==> src/rtl/mpfifo_flow_ctrl.sv <==
// mpfifo_flow_ctrl: flow controller between a multi-slot producer, a SyncMultiPortFIFO and a multi-slot consumer
// Ports: clk/rst (sync active-high); flush_i; producer prod_valid_i/prod_num_i/prod_ready_o;
//   FIFO side fifo_flush_o, fifo_write_valid_o/fifo_write_num_o/fifo_write_ready_i, fifo_read_ready_o/fifo_read_num_o;
//   consumer cons_ready_num_i/cons_valid_o; status count_o, busy_flush_o; perf_full_stall_o, perf_empty_o.
// Define MPFIFO_FLOW_CTRL_PERF_EN to enable the perf counters (otherwise tied to 0); define DEBUG for input-range assertions.
module mpfifo_flow_ctrl #(
  parameter int FIFO_DEPTH   = 16,
  parameter int WPORTS_NUM   = 4,
  parameter int RPORTS_NUM   = 4,
  parameter int FLUSH_BUBBLE = 2
) (
  input  logic                              clk,
  input  logic                              rst,
  input  logic                              flush_i,
  input  logic                              prod_valid_i,
  input  logic [$clog2(WPORTS_NUM+1)-1:0]   prod_num_i,
  output logic                              prod_ready_o,
  output logic                              fifo_flush_o,
  output logic                              fifo_write_valid_o,
  output logic [$clog2(WPORTS_NUM+1)-1:0]   fifo_write_num_o,
  input  logic                              fifo_write_ready_i,
  input  logic [$clog2(RPORTS_NUM+1)-1:0]   cons_ready_num_i,
  output logic                              fifo_read_ready_o,
  output logic [$clog2(RPORTS_NUM+1)-1:0]   fifo_read_num_o,
  output logic [RPORTS_NUM-1:0]             cons_valid_o,
  output logic [$clog2(FIFO_DEPTH+1)-1:0]   count_o,
  output logic                              busy_flush_o,
  output logic [31:0]                       perf_full_stall_o,
  output logic [31:0]                       perf_empty_o
);
  localparam int WN = $clog2(WPORTS_NUM+1);
  localparam int RN = $clog2(RPORTS_NUM+1);
  localparam int CW = $clog2(FIFO_DEPTH+1);
  localparam logic [3:0] RELOAD = 4'(FLUSH_BUBBLE-1);
  typedef enum logic {FLUSH, RUN} state_t;
  state_t state, state_next;
  logic [3:0] bubble, bubble_next;
  logic [CW-1:0] count, free;
  logic [WN-1:0] pn;
  logic [RN-1:0] cr, rd_lim, rd_num;
  logic run, wr_fire;
  assign run = (state == RUN) & ~rst;
  // out-of-range slot counts are clamped so the FIFO only ever sees legal numbers
  assign pn = (prod_num_i > WN'(WPORTS_NUM)) ? WN'(WPORTS_NUM) : prod_num_i;
  assign cr = (cons_ready_num_i > RN'(RPORTS_NUM)) ? RN'(RPORTS_NUM) : cons_ready_num_i;
  assign free = CW'(FIFO_DEPTH) - count;
  // only a full-width slot of free space accepts a push, so a push never needs splitting
  assign prod_ready_o = run & ~flush_i & fifo_write_ready_i & (free >= CW'(WPORTS_NUM));
  assign wr_fire = prod_valid_i & prod_ready_o & (pn != '0);
  assign fifo_write_valid_o = wr_fire;
  assign fifo_write_num_o = wr_fire ? pn : '0;
  // pop sizing uses the registered count only, honouring the FIFO's one-cycle write latency
  assign rd_lim = (count < CW'(RPORTS_NUM)) ? RN'(count) : RN'(RPORTS_NUM);
  assign rd_num = (cr < rd_lim) ? cr : rd_lim;
  assign fifo_read_ready_o = run & ~flush_i & (rd_num != '0);
  assign fifo_read_num_o = fifo_read_ready_o ? rd_num : '0;
  assign fifo_flush_o = rst | flush_i | (state == FLUSH);
  assign busy_flush_o = state == FLUSH;
  assign count_o = count;
  always_comb begin
    for (int k = 0; k < RPORTS_NUM; k++)
      cons_valid_o[k] = fifo_read_num_o > RN'(k);
  end
  always_comb begin
    state_next = state;
    bubble_next = bubble;
    if (flush_i) begin
      state_next = FLUSH;
      bubble_next = RELOAD;
    end else if (state == FLUSH) begin
      state_next = (bubble == '0) ? RUN : FLUSH;
      bubble_next = (bubble == '0) ? bubble : bubble - 4'd1;
    end
  end
  always_ff @(posedge clk) begin
    if (rst) begin
      state <= FLUSH;
      bubble <= RELOAD;
      count <= '0;
    end else begin
      state <= state_next;
      bubble <= bubble_next;
      count <= flush_i ? '0 : count + CW'(fifo_write_num_o) - CW'(fifo_read_num_o);
    end
  end
`ifdef MPFIFO_FLOW_CTRL_PERF_EN
  logic [31:0] full_stall, empty_cnt;
  always_ff @(posedge clk) begin
    if (rst) begin
      full_stall <= '0;
      empty_cnt <= '0;
    end else begin
      if (run & prod_valid_i & ~prod_ready_o & (full_stall != '1))
        full_stall <= full_stall + 32'd1;
      if (run & (count == '0) & (cons_ready_num_i != '0) & (empty_cnt != '1))
        empty_cnt <= empty_cnt + 32'd1;
    end
  end
  assign perf_full_stall_o = full_stall;
  assign perf_empty_o = empty_cnt;
`else
  assign perf_full_stall_o = '0;
  assign perf_empty_o = '0;
`endif
`ifdef DEBUG
  always_ff @(posedge clk) begin
    if (!rst)
      assert ((prod_num_i <= WN'(WPORTS_NUM)) && (cons_ready_num_i <= RN'(RPORTS_NUM)))
        else $error("illegal slot count prod_num_i=%0d cons_ready_num_i=%0d", prod_num_i, cons_ready_num_i);
  end
`endif
endmodule
==> config.mk <==
export PLATFORM = sky130hd
export DESIGN_NAME = mpfifo_flow_ctrl
export DESIGN_NICKNAME = d
export VERILOG_FILES = /design/src/rtl/mpfifo_flow_ctrl.sv
export SDC_FILE = /design/constraint.sdc
export NUM_CORES = 1
export LEC_CHECK = 0
export CORE_ASPECT_RATIO = 1.75
export CORE_MARGIN = 2
export CORE_UTILIZATION = 35
export DETAILED_ROUTE_END_ITERATION = 10
export PLACE_DENSITY = 0.85
export SLEW_MARGIN = 15
export SYNTH_ARGS = -nofsm -noshare
export SYNTH_HDL_FRONTEND = slang
export SYNTH_SLANG_ARGS = --single-unit
==> constraint.sdc <==
create_clock -name clk -period 4.8 [get_ports clk]
set_input_delay 0.96 -clock clk [delete_from_list [all_inputs] [get_ports clk]]
set_output_delay 0.96 -clock clk [all_outputs]
set_load 0.05 [all_outputs]
==> reports/qor.txt, run 1 <==
status: finished clean
hold path depth: 2
Critical Path RT: 3.84 ns
peak per-stage delay on the critical path: 0.83 ns
final setup fails: 0
Post-Synthesis Cells: 174
Final min period: 4.14 ns
period utilization: 86.3%
hold crit path type: register to register
Clock power frac: 30.2%
area grow syn2layout: 10.3%
routed wire length per instance: 8.97 um
Netlist cell types: 31
post-route insts no fill: 250
Vias: 983
Sequential Power Share: 25.6%
CP most frequent cell: clkdlybuf4s50_1
Worst Path Max Fanout: 6
placed cell count: 246
commonest cells after routing, fill and taps aside: conb_1, clkdlybuf4s50_1, inv_1
FILL cells: 378
global-route wire length before repair: 3.31 mm
Psw: 169 uW
Setup Buffers After CTS: 0
Setup Skew: 0.00126 ns
total gr overflow: 0
Starting DRT DRC Count: 4
CP Depth: 7
clk_lat worst skew: 0.24 ns
die footprint: 0.00437 mm^2
pin count of the biggest net entering global routing: 8
Detailed Routing Iterations Pass 1: 2
IO Count: 95
Slew HR: 65.6%
flops & latches, synth: 10
Sw Ratio: 48.4%
Nets: 229
Residual DRC: 0
die height: 85.9 um
crit path kind: primary input to output pin
CTS tree: built
CP startpoint kind: primary input
root buffer cell: clkbuf_8
fraction of layout cells with a size suffix above 1: 10.3%
Max Cap Viol: 0
Worst Path Arrival: 3.18 ns
drt total wl: 2.24 mm
clock buffer depth: 2
cts hold-fix bufs: 0
Clock Pin Slew Worst Setup and Hold Paths: 0.05 ns
Pwr Density: 235 mW/mm^2
initial core utilization: 36.6%
number of global-route vias before repair: 787
top cell type's share of synthesized area: 36.3%
drt via density: 3.93
sequential fraction of the synthesis area: 14.9%
Top Family by Delay on Critical Path: buffers and inverters
post-CTS sizing: 0
synth warn: 0
Fmax achieved: 0.241 GHz
worst reg-to-reg path cell count: 18
CTS buffer count: 3
Top FF cell, synth: dfxtp_1
Die X-Extent: 50.8 um
CTS Sinks: 10
dpl hpwl: 2.01 mm
num rows: 29
setup TNS: 0 ns
diode count: 0
dominant cells by area after synthesis: buf_4, dfxtp_1, ha_1, inv_1, fa_1
I/O Buffers: 30
slowest stage cell, crit path: clkdlybuf4s50_1
number of flops mapped to enable cells by yosys: 0
Synth area leader: buf_4
routability congestion estimate: 0.785
Min Hold Slack: 0.527 ns
Slew @ Worst Pin: 0.514 ns
mapped cell area: 0.00134 mm^2
Buf/Inv on CP: 2
Synth async-reset ratio: 0%
CP cell instances: clkdlybuf4s50_1 > nor2_4 > nand3_2 > a311oi_2 > nand2_2 > nor3b_2 > clkdlybuf4s50_1
Comb power frac: 44.2%
core area: 0.00366 mm^2
htree depth: 1
unrepaired setup endpoints after global routing: no
max-slew violations: 0
Cell Int Power: 180 uW
mean area per synthesized cell: 7.72 um^2
endpoints failing hold: 0
LEAKAGE: 0.000746 uW
most common cell after layout, fill and taps aside: conb_1
initial antenna violation count: 0
Overall Global Routing Usage: 9.87%
Routed Antenna Nets: 0
maximum VDD drop: 0.000170 V
Setup crit end kind: output pin
## metal layers
metal / track usage (%) / share of wire (%)
met1: 10.4 / 36
met2: 18.7 / 52
met3: 2.44 / 10
met4: 2.95 / 1.1
met5: 0 / 0
## power groups by stage
stage / registers (uW) / clock network, uW / logic (uW)
after floorplan: 91.4 / 0 / 177
after global placement: 90.8 / 0 / 152
after detailed placement: 90.9 / 0 / 153
after CTS: 89.3 / 109 / 153
after global routing: 89.7 / 112 / 162
final: 89.4 / 105 / 154
## synth_stat cells, types with 2 or more instances
| library cell | count |
|---|---|
| nor2_4 | 2 |
| nand2_1 | 7 |
| clkbuf_1 | 2 |
| nand3_1 | 2 |
| inv_1 | 22 |
| xor2_1 | 3 |
| xnor2_1 | 3 |
| a21oi_1 | 9 |
| ha_1 | 10 |
| a21o_1 | 2 |
| dfxtp_1 | 10 |
| buf_4 | 65 |
| fa_1 | 3 |
| and2_2 | 2 |
| nor3_1 | 2 |
| nor2_1 | 15 |
## logic make-up after synthesis
| family | synth area share (%) |
|---|---|
| compound gates | 7.92 |
| mux | 1.12 |
| buf+inv | 43.1 |
| other cells | 0.279 |
| fa+ha+maj | 13.8 |
| flops | 14.9 |
| xor+xnor | 3.91 |
| simple gates | 15.0 |
## state kept, by name, indices dropped and copies added (netlist names)
register	flops
bubble	4
count_o	5
state	1
## worst register-to-register path, delay by kind of cell, from the launching register on
family | cells | cell delay (ns)
fa+ha+maj | 4 | 1.44
simple gates | 5 | 0.35
xor+xnor | 1 | 0.14
buf+inv | 3 | 0.26
compound gates | 4 | 0.62
flops | 1 | 0.32
mux | 1 | 0.25
## cell type report
class | instances | area [um^2] | area share [%]
clock buffer | 4 | 55.1 | 3.72
inverter | 22 | 82.6 | 5.57
multi-input combinational | 138 | 801 | 54.1
sequential | 10 | 200 | 13.5
tap | 46 | 57.6 | 3.89
timing repair buffer | 30 | 285 | 19.3
## stage by stage
| stage | setup slack (ns) | cell area, um^2 | total power, uW | utilization, % |
|---|---|---|---|---|
| after global placement | 0.504 | 1430 | 243 | 38.9 |
| after detailed placement | 0.435 | 1430 | 244 | 38.9 |
| after global routing | 0.442 | 1480 | 363 | 40.4 |
| final | 0.656 | 1480 | 349 | 40.4 |
| after CTS | 0.621 | 1480 | 352 | 40.4 |
| after floorplan | 0.487 | 1580 | 268 | - |
## path summary, 6_finish.rpt
| kind | startpoint | slack, ns | to |
|---|---|---|---|
| min reg2reg | bubble[1] | 0.53 | bubble[1] |
| min | bubble[1] | 0.53 | bubble[1] |
| max reg2reg | count_o[3] | 1.31 | count_o[4] |
| max | rst | 0.66 | fifo_write_num_o[0] |
No activity file was read; power rests on OpenSTA's default activity.
==> inputs of run 2 (changes only) <==
--- a/config.mk
+++ b/config.mk
@@ -6,7 +6,7 @@
 export NUM_CORES = 1
 export LEC_CHECK = 0
 export CORE_ASPECT_RATIO = 1.75
-export CORE_MARGIN = 2
+export CORE_MARGIN = 1.5
 export CORE_UTILIZATION = 35
 export DETAILED_ROUTE_END_ITERATION = 10
 export PLACE_DENSITY = 0.85
==> run 2 against run 1 <==
Compared with the run above: clock skew increased by 0.0020 ns; via count increased by 0.81%; highest routed layer unchanged; design area down 0.93%; worst setup slack worse by 0.031 ns; clock power is 18% lower; register-to-register slack got worse by 0.03 ns.
==> reports/qor.txt, run 2 (synthesis gave the netlist of run 1 again) <==
core area: 0.00366 mm^2
Fmax achieved: 0.240 GHz
unrepaired setup endpoints after global routing: no
LEAKAGE: 0.000738 uW
CP most frequent cell: clkdlybuf4s50_1
Critical R2R Launch: count_o[3]
die footprint: 0.00423 mm^2
final setup fails: 0
post-CTS sizing: 0
Sw Ratio: 50.6%
peak per-stage delay on the critical path: 0.83 ns
initial antenna violation count: 0
worst reg2reg path endpoint: count_o[4]
final worst setup slack: 0.625 ns
global-route wire length before repair: 3.49 mm
Critical Path RT: 3.84 ns
routability congestion estimate: 0.751
Slew @ Worst Pin: 0.518 ns
post-layout util: 40.0%
Worst Path Max Fanout: 6
HP Start: bubble[1]
Starting DRT DRC Count: 15
Setup Skew: 0.00322 ns
drt total wl: 2.25 mm
CTS buffer count: 3
post-route insts no fill: 249
total gr overflow: 0
pin count of the biggest net entering global routing: 8
period utilization: 87.0%
Clock Pin Slew Worst Setup and Hold Paths: 0.05 ns
maximum VDD drop: 0.000141 V
Sequential Power Share: 27.1%
setup TNS: 0 ns
Vias: 991
cts hold-fix bufs: 0
max reg flops: 5
Comb power frac: 46.7%
IO Count: 95
Final min period: 4.18 ns
Die X-Extent: 49.8 um
commonest cells after routing, fill and taps aside: conb_1, clkdlybuf4s50_1, inv_1
drt via density: 3.98
Detailed Routing Iterations Pass 1: 4
worst reg-to-reg path cell count: 18
hold path depth: 2
status: finished clean
Slew HR: 65.4%
die height: 84.9 um
number of global-route vias before repair: 834
initial core utilization: 36.6%
fraction of layout cells with a size suffix above 1: 9.85%
Routed Antenna Nets: 0
hold crit path type: register to register
CTS tree: built
slowest stage cell, crit path: clkdlybuf4s50_1
num rows: 29
setup slack, reg-to-reg: 1.28 ns
Overall Global Routing Usage: 10.6%
Buf/Inv on CP: 2
htree depth: 1
clk_lat worst skew: 0.23 ns
root buffer cell: clkbuf_8
diode count: 0
Pwr Density: 225 mW/mm^2
WHS Endpoint: bubble[1]
Nets: 229
CP cell instances: clkdlybuf4s50_1 > nor2_4 > nand3_2 > a311oi_2 > nand2_2 > nor3b_2 > clkdlybuf4s50_1
Max Cap Viol: 0
max-slew violations: 0
Clock power frac: 26.2%
Setup Buffers After CTS: 0
Cell Int Power: 163 uW
CTS Sinks: 10
endpoints failing hold: 0
Setup crit end kind: output pin
most common cell after layout, fill and taps aside: conb_1
crit path kind: primary input to output pin
clock buffer depth: 2
pre-CTS setup slack: 0.444 ns
Psw: 167 uW
CP startpoint kind: primary input
I/O Buffers: 30
Worst Path Arrival: 3.22 ns
Top Family by Delay on Critical Path: buffers and inverters
dpl hpwl: 1.99 mm
routed wire length per instance: 9.05 um
Residual DRC: 0
area grow syn2layout: 9.32%
placed cell count: 246
==> run 2: layout make-up <==
type | instances | area (um^2)
well taps | 46 | 57.6
fillers | 388 | 2200
repair buffers | 30 | 285
multi-input cells | 138 | 801
flip-flops and latches | 10 | 200
inverters | 22 | 82.6
clock buffers | 3 | 41.3
==> run 2: routing by layer <==
layer  global-route usage, %  share of wire (%)  vias to the layer above
met5                       0                  0                        -
met4                    5.30                1.6                        0
met3                    1.41                8.3                        4
met2                    20.7                 55                       70
met1                    10.5                 35                      445
li1                        -                  -                      472
==> run 2: worst max path at each step <==
stage / from / endpoint / cells past startpoint
finish: rst / fifo_write_num_o[0] / 7
global route: cons_ready_num_i[2] / count_o[3] / 17
CTS: rst / fifo_write_num_o[0] / 7
detailed placement: cons_ready_num_i[2] / count_o[3] / 17
global placement: cons_ready_num_i[2] / count_o[4] / 17
floorplan: count_o[3] / count_o[3] / 18
==> run 2: stage by stage <==
stage / total power [uW] / area, um^2 / hold WS [ns]
floorplan: 268 / 1580 / 0.480
global placement: 243 / 1430 / 0.501
detailed placement: 244 / 1430 / 0.522
CTS: 330 / 1470 / 0.531
global route: 345 / 1470 / 0.540
finish: 330 / 1470 / 0.527
==> run 2: power groups by stage <==
stage | logic (uW) | clock network [uW] | registers, uW
2_1_floorplan | 177 | 0 | 91.4
3_3_place_gp | 152 | 0 | 90.7
3_5_place_dp | 153 | 0 | 91.1
4_1_cts | 154 | 87.4 | 89.5
5_1_grt | 162 | 93.6 | 89.7
6_report | 154 | 86.5 | 89.5
==> run 2: worst reg2reg max path, cell delays in order, from the launching register on <==
cell and delay [ns]:
dfxtp_1 0.36, inv_1 0.10, ha_1 0.22, nand2_1 0.09, inv_1 0.06, nand2_1 0.09
ha_1 0.23, o21ba_2 0.20, nor2_1 0.09, a21oi_1 0.06, mux2_4 0.24, nor2_1 0.07
fa_1 0.52, inv_1 0.07, fa_1 0.46, a21o_1 0.20, a21oi_1 0.16, xnor2_1 0.13
nor2_1 0.05
==> inputs of run 3 (changes only) <==
--- a/config.mk
+++ b/config.mk
@@ -10,7 +10,7 @@
 export CORE_UTILIZATION = 35
 export DETAILED_ROUTE_END_ITERATION = 10
 export PLACE_DENSITY = 0.85
-export SLEW_MARGIN = 15
+export SLEW_MARGIN = 20
 export SYNTH_ARGS = -nofsm -noshare
 export SYNTH_HDL_FRONTEND = slang
 export SYNTH_SLANG_ARGS = --single-unit
==> results of run 3 <==
Final layout, timing and power as in run 2 (identical DEF).
